[src/rtl/spi_reg_ctrl_if.sv]
// rtl/spi_reg_ctrl_if.sv - byte-level handshake between the SPI byte engine and its command sequencer
interface spi_bus;
  logic [7:0] data_read;
  logic       read_valid;
  logic       can_write;
  logic [7:0] data_write;

  modport master (
    input  data_read,
    input  read_valid,
    input  can_write,
    output data_write
  );

  modport slave (
    output data_read,
    output read_valid,
    output can_write,
    input  data_write
  );
endinterface

[src/rtl/spi_reg_ctrl.sv]
// rtl/spi_reg_ctrl.sv - SPI byte stream to register read/write sequencer
// SPI_REG_CTRL_AUTOINC_EN: advance the register address after every data byte (burst access)
module spi_reg_ctrl #(
  parameter int unsigned ADDR_W = 7,
  parameter logic [7:0]  DUMMY  = 8'hFF
) (
  input  logic              clk,
  input  logic              reset,
  spi_bus.master            spi,
  input  logic              spi_select,
  output logic [ADDR_W-1:0] reg_addr,
  output logic [7:0]        reg_wdata,
  output logic              reg_we,
  output logic              reg_re,
  input  logic [7:0]        reg_rdata,
  output logic              busy
);

  typedef enum logic [1:0] {
    ST_IDLE,
    ST_CMD,
    ST_WR_DATA,
    ST_RD_DATA
  } state_t;

  state_t            state_q, state_d;
  logic [ADDR_W-1:0] addr_q, addr_d;
  logic [ADDR_W-1:0] addr_next;
  logic [ADDR_W-1:0] cmd_addr;
  logic [ADDR_W-1:0] reg_addr_q, reg_addr_d;
  logic [7:0]        reg_wdata_q, reg_wdata_d;
  logic              reg_we_q, reg_we_d;
  logic              reg_re_q, reg_re_d;
  logic              rd_valid_q, rd_valid_d;
  logic              busy_q, busy_d;
  logic [7:0]        data_write_q, data_write_d;

  assign cmd_addr = spi.data_read[ADDR_W-1:0];

`ifdef SPI_REG_CTRL_AUTOINC_EN
  assign addr_next = addr_q + ADDR_W'(1);
`else
  assign addr_next = addr_q;
`endif

  always_comb begin
    state_d      = state_q;
    addr_d       = addr_q;
    reg_addr_d   = reg_addr_q;
    reg_wdata_d  = reg_wdata_q;
    reg_we_d     = 1'b0;
    reg_re_d     = 1'b0;
    // reg_rdata is valid the cycle after a read strobe
    rd_valid_d   = reg_re_q;
    data_write_d = data_write_q;

    case (state_q)
      ST_IDLE: begin
        data_write_d = DUMMY;
        if (spi_select) begin
          state_d = ST_CMD;
        end
      end

      ST_CMD: begin
        if (spi.read_valid) begin
          addr_d = cmd_addr;
          if (spi.data_read[7]) begin
            state_d = ST_WR_DATA;
          end else begin
            state_d    = ST_RD_DATA;
            reg_addr_d = cmd_addr;
            reg_re_d   = 1'b1;
          end
        end
      end

      ST_WR_DATA: begin
        if (spi.read_valid) begin
          reg_we_d    = 1'b1;
          reg_addr_d  = addr_q;
          reg_wdata_d = spi.data_read;
          addr_d      = addr_next;
        end
      end

      ST_RD_DATA: begin
        if (rd_valid_q) begin
          data_write_d = reg_rdata;
        end
        if (spi.can_write) begin
          addr_d     = addr_next;
          reg_addr_d = addr_next;
          reg_re_d   = 1'b1;
        end
      end

      default: begin
        state_d = ST_IDLE;
      end
    endcase

    // End of frame: a write for a byte that completed this cycle still goes out,
    // but no new read is launched and the outgoing byte falls back to the filler.
    if (!spi_select) begin
      state_d      = ST_IDLE;
      reg_re_d     = 1'b0;
      data_write_d = DUMMY;
    end

    busy_d = (state_d != ST_IDLE);
  end

  always_ff @(posedge clk) begin
    if (reset) begin
      state_q      <= ST_IDLE;
      addr_q       <= '0;
      reg_addr_q   <= '0;
      reg_wdata_q  <= '0;
      reg_we_q     <= 1'b0;
      reg_re_q     <= 1'b0;
      rd_valid_q   <= 1'b0;
      busy_q       <= 1'b0;
      data_write_q <= DUMMY;
    end else begin
      state_q      <= state_d;
      addr_q       <= addr_d;
      reg_addr_q   <= reg_addr_d;
      reg_wdata_q  <= reg_wdata_d;
      reg_we_q     <= reg_we_d;
      reg_re_q     <= reg_re_d;
      rd_valid_q   <= rd_valid_d;
      busy_q       <= busy_d;
      data_write_q <= data_write_d;
    end
  end

  assign reg_addr       = reg_addr_q;
  assign reg_wdata      = reg_wdata_q;
  assign reg_we         = reg_we_q;
  assign reg_re         = reg_re_q;
  assign busy           = busy_q;
  assign spi.data_write = data_write_q;

endmodule

[src/flat_wrapper.sv]
// flat-port wrapper written by rule: the top's interface ports become plain ports
module spi_reg_ctrl_flat 
#(
  parameter int unsigned ADDR_W = 7,
  parameter logic [7:0]  DUMMY  = 8'hFF
)
  (clk, reset, spi_select, reg_addr, reg_wdata, reg_we, reg_re, reg_rdata, busy, spi_data_read, spi_read_valid, spi_can_write, spi_data_write);
  spi_bus spi_i ();
  input  logic clk;
  input  logic reset;
  input  logic spi_select;
  output logic [ADDR_W-1:0] reg_addr;
  output logic [7:0] reg_wdata;
  output logic reg_we;
  output logic reg_re;
  input  logic [7:0] reg_rdata;
  output logic busy;
  input wire logic [$bits(spi_i.data_read)-1:0] spi_data_read;
  input wire logic [$bits(spi_i.read_valid)-1:0] spi_read_valid;
  input wire logic [$bits(spi_i.can_write)-1:0] spi_can_write;
  output wire logic [$bits(spi_i.data_write)-1:0] spi_data_write;
  assign spi_i.data_read = spi_data_read;
  assign spi_i.read_valid = spi_read_valid;
  assign spi_i.can_write = spi_can_write;
  assign spi_data_write = spi_i.data_write;
  spi_reg_ctrl #(.ADDR_W(ADDR_W), .DUMMY(DUMMY)) u_core (.clk(clk), .reset(reset), .spi(spi_i), .spi_select(spi_select), .reg_addr(reg_addr), .reg_wdata(reg_wdata), .reg_we(reg_we), .reg_re(reg_re), .reg_rdata(reg_rdata), .busy(busy));
endmodule
[config.mk]
export PLATFORM = sky130hd
export DESIGN_NAME = spi_reg_ctrl_flat
export DESIGN_NICKNAME = d
export VERILOG_FILES = /design/src/rtl/spi_reg_ctrl_if.sv /design/src/rtl/spi_reg_ctrl.sv /design/src/flat_wrapper.sv
export SDC_FILE = /design/constraint.sdc
export NUM_CORES = 1
export LEC_CHECK = 0
export ABC_AREA = 1
export BUFFER_PORTS_ARGS = -buffer_cell sky130_fd_sc_hd__buf_2
export CORE_ASPECT_RATIO = 0.7
export CORE_MARGIN = 4
export CORE_UTILIZATION = 35
export DETAILED_ROUTE_END_ITERATION = 8
export GPL_TIMING_DRIVEN = 0
export PLACE_DENSITY_LB_ADDON = 0.25
export SYNTH_ARGS = -nofsm -noshare
export SYNTH_HDL_FRONTEND = slang
export SYNTH_SLANG_ARGS = --single-unit
[constraint.sdc]
create_clock -name clk -period 1.6 [get_ports clk]
set_clock_uncertainty 0.15 [all_clocks]
set_input_delay 0.24 -clock clk [delete_from_list [all_inputs] [get_ports clk]]
set_output_delay 0.24 -clock clk [all_outputs]
set_load 0.005 [all_outputs]
==> results by group, run 1 <==
Layout
  • Most frequent cells in the layout: buf_2 (47), nor2_1 (38), dfxtp_1 (36)
  • Antenna fix cells: 0
  • Area Growth Syn to Fin: 26.97%
  • Commonest non-fill, non-tap cell in the layout: buf_2
  • Share of post-route cells with drive strength above 1: between 20% and 30%
  • # nets final: roughly 270
  • Post-layout util: a little under half
  • Fill cells: roughly 410
  • Final cell count without fillers: between 200 and 300

Setup path
  • Critical path data required time: 1.68 ns
  • CP peak stage delay: ~0.33 ns
  • FF-to-FF setup slack: 0.21 ns
  • CP max stage cell: dfxtp_1
  • CP Class: reg2reg
  • Critical R2R Capture: u_core.spi.data_write[1]
  • CP endpoint kind: flop
  • RR Startpoint: u_core.state_q[1]
  • Critical path arrival: between 1 and 1.5 ns
  • Most common cell on crit path: nand2_1
  • CP Max Fanout: 10
  • Worst r2r path cells: 5
  • Worst Setup Start Kind: flop
  • Crit path cell chain: buf_6 -> nand3_2 -> nand2_1 -> o22ai_1 -> nand2_1

Clock network
  • Post-CTS Hold Fix Bufs: 0
  • CTS Buf Count: 5
  • Clk slew on worst S/H paths: 0.07 ns
  • CTS sink count: 36
  • Clock Latency Late Sink: between 0.2 and 0.3 ns
  • TritonCTS clock tree: done
  • Post-CTS Repair Setup Buffers: 0
  • Worst-case clock buffer depth: 2
  • H-tree Lvls: 2
  • CTS Root Cell: clkbuf_8
  • # resized after CTS: 0

Floorplanning
  • Core area: ~4000 um^2
  • I/O Pins: 47
  • Die Ht: 62.66 um
  • Die area: roughly 5400 um^2
  • Die width: between 80 and 90 um
  • Row cnt: 19
  • Effective utilization at floorplan: a little under two fifths

STA
  • Min setup slack post-route: approximately 0.21 ns
  • Final hold viol count: 0
  • Sum Neg Setup Slack: 0 ns
  • # setup viols final: 0
  • RSZ-0062 raised after global routing: false
  • Fmax: slightly above 700 MHz
  • Max-slew headroom: between 60 and 70%
  • Worst Max-Slew Pin Slew: between 0.4 and 0.5 ns
  • Fin crit period: 1.389 ns
  • Slew Limit Fails: 0
  • Tcrit/Tclk final: between 80 and 90%

Synth
  • Part of the Yosys area used for sequential elements: approximately half
  • Synthesized area: around 1500 um^2
  • Synth cell types: 22
  • FF+latch count, synth: 36
  • Syn nets: around 210
  • Synth warn: 0
  • Synth Instances: 193
  • Post-Synthesis Mean Instance Area: a little under 8 um^2

Hold path
  • Min-Delay Endpoint: u_core.spi.data_write[7]
  • HP Start: reg_rdata[7]
  • Worst hold stages: 3
  • Hold crit path type: in2reg

Run
  • Max-cap violations: 0

Routing
  • WL per Instance: ~11 um
  • TritonRoute pass-1 iters: 4
  • Final ANT Viol Nets: 0
  • DRC: 0
  • Vias: 1352
  • WL final: 3414 um
  • Routed vias/inst: ~4.5
  • DR iter-0 viols: 53

Placed design
  • Pre-CTS WS: 0.2367 ns
  • Placed insts: 291
  • Hpwl dp: ~2500 um
  • Final RePlAce weighted congestion: 0.7482
  • PortBufs: 46

Global route
  • Vias in the first global route: roughly 1300
  • First-pass GRT wire length: just under 6000 um
  • Largest net degree at the start of global routing: 12
  • GR Util All Layers: 13.74%
  • Total congestion overflow: 0
  • Initial antenna violation count: 0

Outcome
  • Status: completed

Power
  • Total power: ~1.9 mW
  • Pleak: roughly 0.9 nW
  • PD cells: approximately 1000 nW/um^2
  • Max IR drop VDD: 482.0 uV
==> cells in the mapped netlist <==
cell type / number / area, um^2
buf_6: 4 / 45.04
inv_1: 16 / 60.06
inv_2: 2 / 7.510
nand3_2: 1 / 10.01
clkinv_1: 1 / 3.750
a211oi_1: 1 / 7.510
nor2_1: 38 / 142.6
a21oi_1: 16 / 80.08
nand2_4: 1 / 11.26
dfxtp_1: 36 / 720.7
o21a_1: 1 / 7.510
nand2_1: 34 / 127.6
o22ai_1: 8 / 50.05
o21ai_4: 1 / 16.27
nand3_1: 16 / 80.08
nand2_2: 3 / 18.77
clkbuf_1: 1 / 3.750
o21ai_0: 7 / 35.03
inv_4: 1 / 6.260
buf_4: 2 / 15.01
buf_2: 1 / 5.000
nor2_8: 2 / 40.04
==> how the worst max path moves through the flow <==
stage                                to              start  slack, ns  cells past startpoint
2_1_floorplan        u_core.reg_addr[3]  u_core.state_q[1]       0.37                      7
3_3_place_gp         u_core.reg_addr[5]  u_core.state_q[1]       0.24                      7
3_5_place_dp         u_core.reg_addr[5]  u_core.state_q[1]       0.24                      7
4_1_cts              u_core.reg_addr[5]  u_core.state_q[1]       0.22                      7
5_1_grt        u_core.spi.data_write[4]  u_core.state_q[1]       0.11                      5
6_report       u_core.spi.data_write[1]  u_core.state_q[1]       0.21                      5
==> logic make-up (layout without fill, tap and decap cells) <==
family | count (synthesis) | count (layout) | synth area share (%)
AND/OR/NAND/NOR | 95 | 95 | 28.81
flip-flops | 36 | 36 | 48.24
AO/OA/AOI/OAI | 34 | 34 | 13.15
buffers and inverters | 28 | 82 | 9.798
==> through the flow <==
stage	hold WS (ns)	area, um^2
global route	0.02361	1897
global placement	0.2606	1789
finish	0.02452	1897
detailed placement	0.2612	1789
floorplan	0.1923	1494
CTS	0.01908	1897
==> layer usage <==
| metal | up-vias | part of all wire (%) | GRT usage (%) |
|---|---|---|---|
| met1 | 592 | 53 | 18.40 |
| met4 | 0 | 2.0 | 7.115 |
| met5 | - | 0 | 0 |
| li1 | 719 | - | - |
| met3 | 8 | 5.8 | 4.480 |
| met2 | 33 | 39 | 19.42 |
==> critical path, delay by kind of cell (launching register included) <==
kind / cells / cell delay [ns]
DFF: 1 / 0.33
AOI/OAI and AO/OA: 1 / 0.11
and+or+nand+nor: 3 / 0.57
buffers and inverters: 1 / 0.17
==> cell type report <==
class	count	area [um^2]	share of cell area (%)
Buffer	8	68.82	3.628
Clock buffer	6	72.57	3.826
Clock inverter	2	35.03	1.847
Inverter	20	77.57	4.090
Multi-Input combinational cell	129	626.9	33.05
Sequential cell	36	720.7	37.99
Tap cell	52	65.06	3.430
Timing Repair Buffer	46	230.2	12.14
==> where the power goes <==
| group | internal, mW | switching, mW |
|---|---|---|
| sequential | 0.919 | 0.00992 |
| combinational | 0.0725 | 0.107 |
| clock | 0.462 | 0.322 |
==> state kept, by name, summed over array words and instances, names as in the netlist <==
name / flops
u_core.state_q: 2
u_core.addr_next: 7
u_core.reg_wdata: 8
u_core.rd_valid_q: 1
u_core.reg_addr: 7
u_core.reg_we: 1
u_core.busy: 1
u_core.reg_re: 1
u_core.spi.data_write: 8
No activity file was read; power rests on OpenSTA's default activity.
==> inputs of run 2 (changes only) <==
Settings changed: CORE_ASPECT_RATIO 0.7 to 1.2.
==> run 2 against run 1 <==
Clock power grew 0.9%. Global-route usage shrank 0.39 points. Worst setup slack gained 0.023 ns. Power grew 0.30%. Hold slack lost 0.0026 ns. Die area shrank 0.22%. Final cell count grew 0.67%. Combinational power is essentially flat. Register-to-register slack gained 0.02 ns. Critical path depth is the same. Largest power group unchanged.
==> results by group, run 2 (synthesis gave the netlist of run 1 again) <==
Power
  • NetSw: between 0.4 and 0.5 mW
  • Total power: around 1.9 mW
  • Seq pwr share: 48.9%
  • Sw frac: 23.51%
  • Power Internal: approximately 1.5 mW
  • Combinational power share: 9.3%
  • Clk pwr share: about two fifths
  • Pleak: 0.8990 nW
  • Max IR drop VDD: roughly 470 uV
  • PD cells: roughly 1000 nW/um^2

Setup path
  • CP peak stage delay: 0.33 ns
  • Most common cell on crit path: nand2_1
  • Crit path max-delay family: simple AND/OR/NAND/NOR gates
  • CP Max Fanout: 10
  • CP max stage cell: dfxtp_1
  • Worst Setup Start Kind: flop
  • CP endpoint kind: flop
  • CP bufs+invs: 1
  • Critical path data required time: ~1.7 ns
  • CP Class: reg2reg
  • Critical path arrival: approximately 1.5 ns
  • Crit path cell chain: buf_6 -> nand3_2 -> nand2_1 -> o22ai_1 -> nand2_1

Placed design
  • Final RePlAce weighted congestion: 0.7704
  • PortBufs: 46
  • Pre-CTS WS: 0.2323 ns
  • Hpwl dp: about 2400 um

Layout
  • Commonest non-fill, non-tap cell in the layout: buf_2
  • Share of post-route cells with drive strength above 1: between 20% and 30%
  • Antenna fix cells: 0
  • Area of the multi-input gates: between 600 and 700 um^2
  • # nets final: 267
  • Area Growth Syn to Fin: 27.39%
  • Fill cells: between 400 and 500
  • Most frequent cells in the layout: buf_2 (47), nor2_1 (38), dfxtp_1 (36)
  • FF+latch area: 720.7 um^2

Outcome
  • Status: completed

Global route
  • Largest net degree at the start of global routing: 13
  • Total congestion overflow: 0
  • Vias in the first global route: 1223
  • GR Util All Layers: 13.35%
  • Initial antenna violation count: 0
  • First-pass GRT wire length: between 5000 and 6000 um

Clock network
  • TritonCTS clock tree: done
  • CTS sink count: 36
  • Worst-case clock buffer depth: 2
  • Post-CTS Repair Setup Buffers: 0
  • H-tree Lvls: 2
  • # resized after CTS: 0
  • Clock Latency Late Sink: a little under 0.3 ns
  • Post-CTS Hold Fix Bufs: 0
  • Clk slew on worst S/H paths: around 0.080 ns
  • CTS Root Cell: clkbuf_8
  • CTS Buf Count: 5

STA
  • Worst Max-Slew Pin Slew: between 0.4 and 0.5 ns
  • # setup viols final: 0
  • Fmax: 732.0 MHz
  • Slew Limit Fails: 0
  • Final hold slack: 0.02196 ns
  • Sum Neg Setup Slack: 0 ns
  • Tcrit/Tclk final: 85.39%
  • RSZ-0062 raised after global routing: false
  • Fin crit period: about 1.4 ns
  • Final hold viol count: 0
  • Max-slew headroom: 71.86%
  • Min setup slack post-route: between 0.2 and 0.25 ns

Routing
  • WL final: roughly 3300 um
  • Vias: between 1000 and 1500
  • TritonRoute pass-1 iters: 4
  • WL per Instance: 10.97 um
  • Routed vias/inst: between 4 and 5
  • Final ANT Viol Nets: 0
  • DRC: 0
  • DR iter-0 viols: 41

Floorplanning
  • Die width: about 68 um
  • I/O Pins: 47
  • Die Ht: approximately 80 um
  • Effective utilization at floorplan: 37.02%
  • Core area: roughly 4000 um^2
  • Row cnt: 25
  • Die area: 5382 um^2

Run
  • Max-cap violations: 0

Hold path
  • Hold crit path type: in2reg
## run 2: cell types whose count changed in the layout (fill, tap and decap cells not counted)
cell	delta
clkbuf_1	-1
clkinvlp_4	+1
## run 2: tightest hold or removal path: cells and delay by family
family                 cells  cell delay, ns
AO/OA/AOI/OAI              1            0.07
buffers and inverters      1            0.07
AND/OR/NAND/NOR            1            0.05
## run 2: routing by layer
metal	vias to the layer above	GRT usage, %	share of wire (%)
met3	6	5.493	7.1
li1	722	-	-
met4	0	4.868	1.9
met5	-	0	0
met2	38	21.03	47
met1	592	15.99	44
## run 2: worst paths after layout
check                                  startpoint                  endpoint  slack (ns)  depth (start not counted)
worst max-delay path            u_core.state_q[1]  u_core.spi.data_write[6]        0.23                          5
worst min-delay path                 reg_rdata[7]  u_core.spi.data_write[7]        0.02                          3
worst max register to register  u_core.state_q[1]  u_core.spi.data_write[6]        0.23                          5
worst min register to register      u_core.reg_re         u_core.rd_valid_q        0.27                          2
## run 2: power by group through the flow
stage	Clock [mW]	Combinational, mW	Sequential [mW]
2_1_floorplan	0	0.111	0.951
3_3_place_gp	0	0.179	0.949
3_5_place_dp	0	0.180	0.950
4_1_cts	0.824	0.180	0.929
5_1_grt	0.857	0.201	0.931
6_report	0.792	0.177	0.929
## run 2: area by class of cell
type | instances | share of cell area (%)
clock inverters | 3 | 2.235
repair buffers | 46 | 12.10
multi-input cells | 129 | 32.94
inverters | 20 | 4.076
clock buffers | 5 | 3.616
plain buffers | 8 | 3.616
well taps | 54 | 3.550
flip-flops and latches | 36 | 37.87
## run 2: through the flow
step	utilization, %	area [um^2]	cells
after floorplan	-	1494	193
after global placement	44.40	1792	293
after detailed placement	44.40	1792	293
after CTS	47.16	1903	301
after global routing	47.16	1903	301
final	47.16	1903	301
